### src/rtl/demux_32bit_reg_if.sv
// Handshake and status bundle for the registered 1-to-NUM_OUT demultiplexer.
// The producer and the lane consumers sit on the master side; the demux is the slave.
interface demux_32bit_reg_if #(
  parameter int WIDTH   = 32,
  parameter int NUM_OUT = 4,
  parameter int SEL_W   = 2
);

  // Producer side
  logic                     in_valid;
  logic                     in_ready;
  logic [WIDTH-1:0]         in_data;
  logic [SEL_W-1:0]         in_sel;

  // Per-lane consumer side
  logic [NUM_OUT-1:0]       out_valid;
  logic [NUM_OUT-1:0]       out_ready;
  logic [NUM_OUT*WIDTH-1:0] out_data;

  // Status
  logic                     sel_err;
  logic [15:0]              xfer_count;

  modport master (
    output in_valid,
    output in_data,
    output in_sel,
    output out_ready,
    input  in_ready,
    input  out_valid,
    input  out_data,
    input  sel_err,
    input  xfer_count
  );

  modport slave (
    input  in_valid,
    input  in_data,
    input  in_sel,
    input  out_ready,
    output in_ready,
    output out_valid,
    output out_data,
    output sel_err,
    output xfer_count
  );

endinterface

### src/rtl/demux_32bit_reg.sv
// Registered 1-to-NUM_OUT demultiplexer. One word per handshake is steered by
// in_sel into a per-lane holding slot; each slot is drained independently by its
// own valid/ready consumer. A lane that drains and fills on the same edge keeps
// its valid flag set, so every lane sustains one word per cycle.
module demux_32bit_reg #(
  parameter int WIDTH   = 32,
  parameter int NUM_OUT = 4,
  parameter int SEL_W   = 2
) (
  input logic               clk,
  input logic               reset,
  demux_32bit_reg_if.slave  bus
);

  // NUM_OUT fits in SEL_W+1 bits because 2**SEL_W >= NUM_OUT.
  localparam logic [SEL_W:0] NUM_OUT_W = (SEL_W + 1)'(NUM_OUT);

  logic                           in_range;
  logic [NUM_OUT-1:0]             lane_hit;
  logic [NUM_OUT-1:0]             lane_free;
  logic [NUM_OUT-1:0]             drain;
  logic [NUM_OUT-1:0]             load;
  logic                           accept;

  logic [NUM_OUT-1:0]             valid_q;
  logic [NUM_OUT-1:0]             valid_d;
  logic [NUM_OUT-1:0][WIDTH-1:0]  data_q;
  logic                           sel_err_q;
  logic [15:0]                    count_q;

  // Decode the addressed lane and work out which slots can take a word this cycle.
  always_comb begin
    // NOTE: every combinational output gets a default before any conditional
    // assignment, so no path leaves it unassigned and no latch is inferred.
    in_range  = ({1'b0, bus.in_sel} < NUM_OUT_W);
    lane_hit  = '0;
    for (int i = 0; i < NUM_OUT; i++) begin
      lane_hit[i] = in_range && (bus.in_sel == SEL_W'(i));
    end
    // A slot is free if empty, or if its consumer empties it on this same edge.
    lane_free = ~valid_q | bus.out_ready;
    drain     = valid_q & bus.out_ready;
  end

  // Out-of-range words are always accepted (and dropped); in-range words only
  // wait on their own lane, never on other full lanes.
  assign bus.in_ready = ~in_range | (|(lane_hit & lane_free));
  assign accept       = bus.in_valid & bus.in_ready;
  assign load         = {NUM_OUT{accept}} & lane_hit;

  // Next slot occupancy: a load wins over a drain, otherwise a drain empties the slot.
  always_comb begin
    valid_d = '0;
    for (int i = 0; i < NUM_OUT; i++) begin
      if (load[i]) begin
        valid_d[i] = 1'b1;
      end else if (drain[i]) begin
        valid_d[i] = 1'b0;
      end else begin
        valid_d[i] = valid_q[i];
      end
    end
  end

  // Slot valid flags.
  always_ff @(posedge clk or posedge reset) begin
    // NOTE: sequential state uses non-blocking assignments so every flop
    // samples pre-edge values regardless of block evaluation order.
    if (reset) begin
      valid_q <= '0;
    end else begin
      valid_q <= valid_d;
    end
  end

  // Slot data registers; only written on a load, so an undrained word is held
  // and an empty lane keeps showing its last word.
  always_ff @(posedge clk or posedge reset) begin
    // NOTE: the slot data is reset too, because downstream sees out_data=0
    // straight out of reset; a plain storage array would not need this.
    if (reset) begin
      data_q <= '0;
    end else begin
      for (int i = 0; i < NUM_OUT; i++) begin
        if (load[i]) begin
          data_q[i] <= bus.in_data;
        end
      end
    end
  end

  // Sticky flag for words addressed to a lane that does not exist.
  always_ff @(posedge clk or posedge reset) begin
    if (reset) begin
      sel_err_q <= 1'b0;
    end else if (accept && !in_range) begin
      sel_err_q <= 1'b1;
    end
  end

  // Count of words delivered into a lane; wraps naturally at 16 bits.
  always_ff @(posedge clk or posedge reset) begin
    if (reset) begin
      count_q <= '0;
    end else if (accept && in_range) begin
      count_q <= count_q + 16'd1;
    end
  end

  assign bus.out_valid  = valid_q;
  assign bus.out_data   = data_q;
  assign bus.sel_err    = sel_err_q;
  assign bus.xfer_count = count_q;

endmodule
### src/flat_wrapper.sv
// flat-port wrapper written by rule: the top's interface ports become plain ports
module demux_32bit_reg_flat 
#(
  parameter int WIDTH   = 32,
  parameter int NUM_OUT = 4,
  parameter int SEL_W   = 2
)
  (clk, reset, bus_in_valid, bus_in_data, bus_in_sel, bus_out_ready, bus_in_ready, bus_out_valid, bus_out_data, bus_sel_err, bus_xfer_count);
  demux_32bit_reg_if #(.WIDTH(WIDTH), .NUM_OUT(NUM_OUT), .SEL_W(SEL_W)) bus_i ();
  input logic clk;
  input logic reset;
  input wire logic [$bits(bus_i.in_valid)-1:0] bus_in_valid;
  input wire logic [$bits(bus_i.in_data)-1:0] bus_in_data;
  input wire logic [$bits(bus_i.in_sel)-1:0] bus_in_sel;
  input wire logic [$bits(bus_i.out_ready)-1:0] bus_out_ready;
  output wire logic [$bits(bus_i.in_ready)-1:0] bus_in_ready;
  output wire logic [$bits(bus_i.out_valid)-1:0] bus_out_valid;
  output wire logic [$bits(bus_i.out_data)-1:0] bus_out_data;
  output wire logic [$bits(bus_i.sel_err)-1:0] bus_sel_err;
  output wire logic [$bits(bus_i.xfer_count)-1:0] bus_xfer_count;
  assign bus_i.in_valid = bus_in_valid;
  assign bus_i.in_data = bus_in_data;
  assign bus_i.in_sel = bus_in_sel;
  assign bus_i.out_ready = bus_out_ready;
  assign bus_in_ready = bus_i.in_ready;
  assign bus_out_valid = bus_i.out_valid;
  assign bus_out_data = bus_i.out_data;
  assign bus_sel_err = bus_i.sel_err;
  assign bus_xfer_count = bus_i.xfer_count;
  demux_32bit_reg #(.WIDTH(WIDTH), .NUM_OUT(NUM_OUT), .SEL_W(SEL_W)) u_core (.clk(clk), .reset(reset), .bus(bus_i));
endmodule
### config.mk
export PLATFORM = sky130hd
export DESIGN_NAME = demux_32bit_reg_flat
export DESIGN_NICKNAME = d
export VERILOG_FILES = /design/src/rtl/demux_32bit_reg_if.sv /design/src/rtl/demux_32bit_reg.sv /design/src/flat_wrapper.sv
export SDC_FILE = /design/constraint.sdc
export NUM_CORES = 1
export LEC_CHECK = 0
export CELL_PAD_IN_SITES_DETAIL_PLACEMENT = 1
export CELL_PAD_IN_SITES_GLOBAL_PLACEMENT = 2
export CORE_AREA = 2 2 147 149
export DETAILED_ROUTE_END_ITERATION = 12
export DIE_AREA = 0 0 149 151
export MAX_ROUTING_LAYER = met4
export PLACE_DENSITY_LB_ADDON = 0.1
export SLEW_MARGIN = 25
export SYNTH_ARGS = -nofsm -noshare
export SYNTH_HDL_FRONTEND = slang
export SYNTH_SLANG_ARGS = --single-unit
### constraint.sdc
create_clock -name clk -period 4.3 [get_ports clk]
set_input_delay 0.43 -clock clk [delete_from_list [all_inputs] [get_ports clk]]
set_output_delay 0.43 -clock clk [all_outputs]
set_load 0.02 [all_outputs]
==> impl_metrics.ini <==
[status]
status = finished, final reports clean

[layout]
final_area_mm2 = 0.008546
final_common_cell = clkdlybuf4s50_1
drive_gt1_frac = 0.3031
fin_nets = 603
mostFrequentLayoutCells = 189 x clkdlybuf4s50_1, 148 x dfrtp_1, 129 x mux2_2
area_delta_synth_final_pct = 49.19
diodes = 0

[yosys]
synth.top_cells.by_area = dfrtp_1 65%, mux2_2 25%, xor2_1 1.5%
synth-seq-cells = 148
avgSynthCellArea_um2 = 15.65
synth_fp_nets = 408
synth_cells = 366
synth.top_cell.area_share = 0.6466
ys_async_sr_fraction = 1.000
yosysUniqueCellTypes = 32
synth_edf_count = 0
netlist_area_mm2 = 0.005728
yosys_warnings = 0
yosysSeqAreaShare = 0.6466
yosysTopAreaCell = dfrtp_1
ys.flop_type = dfrtp_1

[floorplanning]
io_pins = 191
initial_core_util = 0.2751
die_y_um = 151
design.core.area_mm2 = 0.02082
die_area_mm2 = 0.02250
die_width_um = 149
rows = 53

[clock_tree]
htree_levels = 4
clk_transition_reported_paths_ns = 0.06
postCtsSetupRepairBufs = 0
ctsRootBufferMaster = clkbuf_16
tritoncts = built
cts_sinks = 148
cts_buffer_depth = 2
cts_made_buffers = 17
holdBufCountCts = 0
cts_resized = 0
insertion_delay_ns = 0.42

[routing]
ant_nets = 0
drtIter0Drc = 69
route.detailed.drc = 0
vias = 3714
dr.pass1.iters = 4
wl_mm = 15.81
viasPerCell = 4.375
wl_per_cell_um = 18.62

[grt]
grt_pass1_wl_mm = 24.47
grt.overflow.total = 0
grt_pass1_vias = 4193
grt.total_usage = 0.1505
antenna_found_initial = 0
grt_max_degree = 76

[setup_path]
crit_top_cell = clkdlybuf4s50_1
path_buf_inv = 3
critPathMaxFanout = 11
crit_start = bus_in_sel[0]
crit_type = input port to output pin
cp_top_family = buffers and inverters
critPathRequiredTime_ns = 3.87
max_stage_delay_ns = 0.65
rr_startpoint = u_core.bus.out_valid[0]
path_cells = clkdlybuf4s50_1, and4b_4, or4_4, inv_1, clkdlybuf4s50_1
start_kind = input port
slowest_stage = clkdlybuf4s50_1
worst_ep_arrival_time_ns = 2.68
cp-end-kind = output pin

[timing]
final-max-slew-violation-count = 0
hold_violations = 0
tightest_slew_ns = 0.9287
finalCriticalPeriod_ns = 3.113
fmax_mhz = 321.3
slew_headroom = 0.3809
hold_ws_ns = 0.4060
tns_ns = 0
rsz0062_at_grt = false
fin_skew_ns = 0.009833
setup_violations = 0
finalCritPeriodShare = 0.7239

[power]
p_leak_nw = 3.550
ir_worst_vdd_v = 0.0002546
powerDensity_mw_per_mm2 = 568.8

[placement]
globalplace.congestion = 0.7139
placed_area_mm2 = 0.007933
dpl.hpwl_mm = 10.80
io_buffers = 189

[hold_path]
hold_class = input port to asynchronous set/reset pin

[flow_run]
cap_viol_max_count = 0
-- through the flow --
stage / cells / utilization / setup slack [ns] / total power [mW]
after detailed placement: 817 / 0.3810 / 1.183 / 3.368
after global placement: 817 / 0.3808 / 1.241 / 3.341
after floorplan: 366 / - / 2.009 / 2.574
after global routing: 849 / 0.4104 / 1.111 / 5.109
after CTS: 849 / 0.4104 / 1.180 / 4.948
final: 849 / 0.4104 / 1.187 / 4.861
-- sequential cells by signal, summed over array words and instances (netlist names) --
register               cells
u_core.bus.out_data      128
u_core.bus.xfer_count     16
u_core.bus.out_valid       4
-- synthesized netlist by cell type, types with 2 or more instances --
| cell type | instances |
|---|---|
| nor3_1 | 4 |
| nor2b_1 | 2 |
| nand2_1 | 6 |
| xor2_1 | 10 |
| nand4_1 | 3 |
| buf_6 | 2 |
| clkbuf_1 | 9 |
| nor4_1 | 7 |
| dfrtp_1 | 148 |
| buf_2 | 6 |
| inv_1 | 7 |
| xnor2_1 | 5 |
| nand2b_1 | 3 |
| mux2_2 | 129 |
| nand3_1 | 8 |
-- report_power, final --
group          switching (mW)  internal, mW  total (mW)
clock                   0.606         0.937        1.54
sequential              0.190          1.69        1.88
combinational           0.686         0.756        1.44
total                    1.48          3.38        4.86
-- per-layer routing --
metal,wire length [µm],vias to the layer above,share of wire,GRT usage
met1,6657,1906,0.42,0.1769
met5,0,-,0,-
met2,7971,113,0.50,0.2447
met3,989,13,0.063,0.04880
li1,-,1682,-,-
met4,190,0,0.012,0.05143
-- kinds of logic (layout without fill, tap and decap cells) --
group,after synthesis,after routing,synth area share
fa+ha+maj,1,1,0.002184
xor+xnor,15,15,0.02293
buf+inv,25,233,0.02097
other cells,1,1,0.0006547
flops,148,148,0.6466
mux,129,129,0.2536
simple gates,47,47,0.05308
-- path summary, 6_finish.rpt --
kind	end	slack, ns	depth (start not counted)
min reg2reg	u_core.bus.xfer_count[15]	0.49	1
max in group asynchronous	u_core.bus.out_data[37]	3.12	3
min in group clk	u_core.bus.xfer_count[15]	0.49	1
max	bus_in_ready	1.19	5
max reg2reg	u_core.bus.out_data[1]	2.16	3
min	u_core.bus.xfer_count[2]	0.41	2
-- worst reg2reg max path, delay by kind of cell, from the launching register on --
family	cells	cell delay (ns)
flip-flops	1	0.40
multiplexers	1	0.46
AND/OR/NAND/NOR	2	1.17
-- area by class of cell --
cell class,count,area [µm²]
Tap cell,275,344.1
Clock inverter,13,170.2
Timing Repair Buffer,194,1942
Multi-Input combinational cell,193,1913
Fill cell,2138,12280
Clock buffer,19,442.9
Sequential cell,148,3704
Inverter,7,30.03
No activity file was read; power rests on OpenSTA's default activity.
==> RTL edit 1 (same flow settings) <==
`WIDTH` is set to 32 in 3 places; all go to 48.
--- a/src/rtl/demux_32bit_reg_if.sv
+++ b/src/rtl/demux_32bit_reg_if.sv
@@ -3,3 +3,3 @@
 interface demux_32bit_reg_if #(
-  parameter int WIDTH   = 32,
+  parameter int WIDTH   = 48,
   parameter int NUM_OUT = 4,
--- a/src/rtl/demux_32bit_reg.sv
+++ b/src/rtl/demux_32bit_reg.sv
@@ -5,3 +5,3 @@
 module demux_32bit_reg #(
-  parameter int WIDTH   = 32,
+  parameter int WIDTH   = 48,
   parameter int NUM_OUT = 4,
--- a/src/flat_wrapper.sv
+++ b/src/flat_wrapper.sv
@@ -3,3 +3,3 @@
 #(
-  parameter int WIDTH   = 32,
+  parameter int WIDTH   = 48,
   parameter int NUM_OUT = 4,
Ports: changed (resized bus_in_data and bus_out_data); port bits go from 191 to 271. The function was not compared with the original's and may differ.
==> RTL edit 1 against the unedited design <==
Sequential cell count rose by 64. Design area increased by 39%. Routed wire length rose by 38%. Clock skew is 0.0052 ns higher. Total power increased by 39%. Synthesized cell count rose by 36%. Critical path type unchanged. Synthesized area grew 42%. Sequential power rose by 42%. First-iteration DRC count grew 59%. Setup slack better by 0.28 ns. Global-route usage up 5.0 points.
==> RTL edit 1: results (changes against the unedited design) <==
worst path arrival time = 2.40 ns (-0.28 ns)
Hold WS = 0.469 ns (+0.0626 ns)
later-pin clock latency in the skew report = 0.50 ns (+0.08 ns)
Hold WC Path Type = register to register
register area share after synthesis = 0.654 (+0.00745)
share of cells above drive strength 1 = 0.311 (+0.00747)
IO buf count = 269 (+42%)
Via Count = 5190 (+40%)
xor-xnor portion of the synthesized cell area = 0.0162 (-0.00674)
final net count = 833 (+38%)
met1 usage = 0.237 (+0.0597)
met3 Track Usage GR = 0.0539 (+0.00512)
commonest cells in the netlist = 212 x dfrtp_1, 184 x mux2_2, 19 x buf_2
worst-path maximum fanout = 16 (+5)
vias in the first global route = 5951 (+42%)
DR WL met2 = 11200 µm (+40%)
DR WL met3 = 1620 µm (+64%)
WL met1 = 8730 µm (+31%)
Routability Congestion = 0.730 (+2.3%)
HPWL Detailed = 15000 µm (+39%)
Worst R2R End = u_core.bus.out_data[162]
mux share of post-synthesis cell area = 0.272 (+0.0185)
Slew HR = 0.462 (+0.0809)
total CTS buffers = 24 (+7)
htree depth = 1 (-3)
met2 Use GR = 0.345 (+0.101)
outcome = completed
==> RTL edit 1: worst max-delay path: cells and delay by family <==
kind	cells	cell delay, ns
buffers and inverters	3	1.42
AND/OR/NAND/NOR	2	0.55
==> RTL edit 1: metrics by stage <==
step / std cells / util / instance area (µm²) / worst slack (ns)
5_1_grt: 1067 / 0.572 / 11900 / 1.37
6_report: 1067 / 0.572 / 11900 / 1.47
2_1_floorplan: 498 / - / 8120 / 1.11
4_1_cts: 1067 / 0.572 / 11900 / 1.47
3_5_place_dp: 1024 / 0.534 / 11100 / 1.37
3_3_place_gp: 1024 / 0.534 / 11100 / 1.46
==> RTL edit 1: how the worst max path moves through the flow <==
stage                                          end  depth (start not counted)
after floorplan             u_core.bus.out_data[0]                          1
after global placement    u_core.bus.out_data[153]                          4
after detailed placement  u_core.bus.out_data[162]                          4
after CTS                             bus_in_ready                          5
after global routing                  bus_in_ready                          5
final                                 bus_in_ready                          5
==> RTL edit 1: area by class of cell <==
class / instances / area [µm²]
clock inverter: 7 / 60.1
sequential: 212 / 5310
fill: 1986 / 8920
tap: 275 / 344
timing repair buffer: 276 / 2780
clock buffer: 36 / 737
multi-input combinational: 259 / 2670
inverter: 2 / 11.3
==> RTL edit 1: report_power, final <==
part / leakage [nW] / switching (W) / internal, W / total [W]
Combinational: 2.05 / 0.000998 / 0.00108 / 0.00208
Clock: 0.401 / 0.000783 / 0.00124 / 0.00202
Sequential: 2.54 / 0.000256 / 0.00241 / 0.00267
==> RTL edit 1: logic make-up (layout without fill, tap and decap cells) <==
logic type | after synthesis | count (layout)
other cells | 1 | 1
buf+inv | 27 | 321
mux | 193 | 193
flops | 212 | 212
fa+ha+maj | 1 | 1
simple gates | 49 | 49
xor+xnor | 15 | 15
==> RTL edit 2 (same settings) <==
Without the edit above. Make the reset (`reset`) synchronous in 4 clocked blocks.
--- a/src/rtl/demux_32bit_reg.sv
+++ b/src/rtl/demux_32bit_reg.sv
@@ -65,3 +65,3 @@
   // Slot valid flags.
-  always_ff @(posedge clk or posedge reset) begin
+  always_ff @(posedge clk) begin
     // NOTE: sequential state uses non-blocking assignments so every flop
@@ -77,3 +77,3 @@
   // and an empty lane keeps showing its last word.
-  always_ff @(posedge clk or posedge reset) begin
+  always_ff @(posedge clk) begin
     // NOTE: the slot data is reset too, because downstream sees out_data=0
@@ -92,3 +92,3 @@
   // Sticky flag for words addressed to a lane that does not exist.
-  always_ff @(posedge clk or posedge reset) begin
+  always_ff @(posedge clk) begin
     if (reset) begin
@@ -101,3 +101,3 @@
   // Count of words delivered into a lane; wraps naturally at 16 bits.
-  always_ff @(posedge clk or posedge reset) begin
+  always_ff @(posedge clk) begin
     if (reset) begin
Formal check against the unedited RTL: differs if reset is asserted again (counterexample within 4 cycles, from zero or initial values and one cycle with reset high); with reset held inactive, the same outputs for 4 cycles.
==> RTL edit 2 against the unedited design <==
Register-to-register slack gained 0.09 ns. Largest cell class unchanged. Design area is 5.8% lower. Hold slack improved by 0.048 ns. Sequential cell count unchanged. Setup slack got worse by 0.046 ns. Synthesized area down 6.2%. Routed wire length rose by 24%.
Power is not compared: it rests on default switching activity, and its combinational part moved more than twofold at a synthesized area within 25%.
==> RTL edit 2: results (changes against the unedited design) <==
Reg2Reg Setup Slack = 2.25 ns (+0.09 ns)
vias in the first global route = 5550 (+32%)
global-route wire length before repair = 30200 µm (+23%)
Crit Reg-Reg Startpoint = u_core.bus.out_valid[0]
Pleak = 2.69 nW
Synth cell types = 27 (-16%)
IO buf count = 189 (unchanged)
Detailed Routing Iterations Pass 1 = 4 (unchanged)
HP Start = u_core.bus.out_data[123]
Main synth FF type = dfxtp_1
Syn Nets = 719 (+76%)
Hold EP = u_core.bus.out_data[123]
delay of the slowest critical-path stage = 0.83 ns (+0.18 ns)
later-pin clock latency in the skew report = 0.42 ns (about the same)
slowest CP cell = mux4_2
final WL = 19600 µm (+24%)
async set-or-reset flop fraction in the synthesized netlist = 0 (-1.00)
share of cells above drive strength 1 = 0.0561 (-0.247)
delay-heaviest family, CP = buffers and inverters
register area share after synthesis = 0.552 (-0.0948)
worst path arrival time = 2.73 ns (+0.05 ns)
Detailed Route Iter0 Violations = 180 (+160%)
outcome = completed
Hold WS = 0.454 ns (+0.0480 ns)
Area contributors post-synth = dfxtp_1 55%, nand2_1 18%, a21oi_1 14%
Hold WC Path Type = register to register
Final Skew = 0.00900 ns (-0.000836 ns)
R2R cell count = 4 (+1)
HPWL Detailed = 13000 µm (+20%)
total CTS buffers = 17 (unchanged)
Setup TNS Final = 0 ns (unchanged)
Worst R2R End = u_core.bus.xfer_count[4]
CTS resizes = 0 (unchanged)
GRT Total Usage = 0.181 (+0.0304)
worst slew pin tran = 0.974 ns (+0.0453 ns)
antenna violations before repair = 1 (+1)
pin count of the biggest net entering global routing = 55 (-28%)
commonest cells in the netlist = 262 x nand2_1, 148 x dfxtp_1, 146 x a21oi_1
Routability Congestion = 0.742 (+3.9%)
Worst-path clk slew = 0.06 ns (about the same)
Post-synth EDFFs = 0 (unchanged)
Max VDD drop = 0.263 mV
final net count = 885 (+47%)
placed standard-cell area = 7480 µm² (-5.7%)
Via Count = 5292 (+42%)
worst-path maximum fanout = 32 (+21)
==> RTL edit 2: changes by cell type after synthesis, moves of 38 or more <==
cell      before  now
nand2_1        6  262
clkbuf_1       9   47
dfrtp_1      148    0
dfxtp_1        0  148
a21oi_1        0  146
mux2_2       129    0
==> RTL edit 2: worst min-delay path: stages (launching register included) <==
cell and delay, ns:
dfxtp_1 0.31, nand2_1 0.05, a21oi_1 0.05
==> RTL edit 2: per-layer routing <==
metal  track usage  share of wire  vias to the layer above
met5             -              0                        -
met2         0.303           0.49                      118
met4        0.0514          0.011                        0
met1         0.214           0.45                     2582
met3        0.0512          0.055                       17
li1              -              -                     2575
==> RTL edit 2: final cells by class <==
cell class,instances,area (µm²)
antenna,1,2.50
clock buffer,19,443
clock inverter,12,130
fill,2441,12800
inverter,2,7.51
multi-input combinational,477,2210
sequential,148,2960
tap,275,344
timing repair buffer,197,1950
==> RTL edit 2: how the worst max path moves through the flow <==
| stage | depth (start not counted) | slack [ns] | endpoint | from |
|---|---|---|---|---|
| 5_1_grt | 4 | 1.03 | bus_in_ready | bus_in_sel[0] |
| 3_3_place_gp | 4 | 1.23 | bus_in_ready | bus_in_sel[0] |
| 2_1_floorplan | 5 | 2.31 | bus_in_ready | bus_in_sel[0] |
| 3_5_place_dp | 4 | 1.15 | bus_in_ready | bus_in_sel[0] |
| 6_report | 4 | 1.14 | bus_in_ready | bus_in_sel[0] |
| 4_1_cts | 4 | 1.14 | bus_in_ready | bus_in_sel[0] |
==> RTL edit 2: metrics by stage <==
step | cells | utilization | worst slack [ns]
2_1_floorplan | 677 | - | 2.31
3_3_place_gp | 1099 | 0.359 | 1.23
3_5_place_dp | 1099 | 0.359 | 1.15
4_1_cts | 1130 | 0.387 | 1.14
5_1_grt | 1131 | 0.387 | 1.03
6_report | 1131 | 0.387 | 1.14
==> RTL edit 2: cells by family after synthesis <==
| logic type | Yosys count | synth area share |
|---|---|---|
| AND/OR/NAND/NOR | 310 | 0.241 |
| AO/OA/AOI/OAI | 164 | 0.161 |
| flip-flops | 148 | 0.552 |
| buffers and inverters | 52 | 0.0398 |
| multiplexers | 1 | 0.00419 |
| adder cells (fa/ha/maj) | 1 | 0.00233 |
| other | 1 | 0.000698 |
==> RTL edit 2: power by group <==
part	switching (W)	internal (W)
clock network	0.000594	0.000868
registers	0.0000244	0.00141
logic	0.000192	0.000136
total	0.000810	0.00242
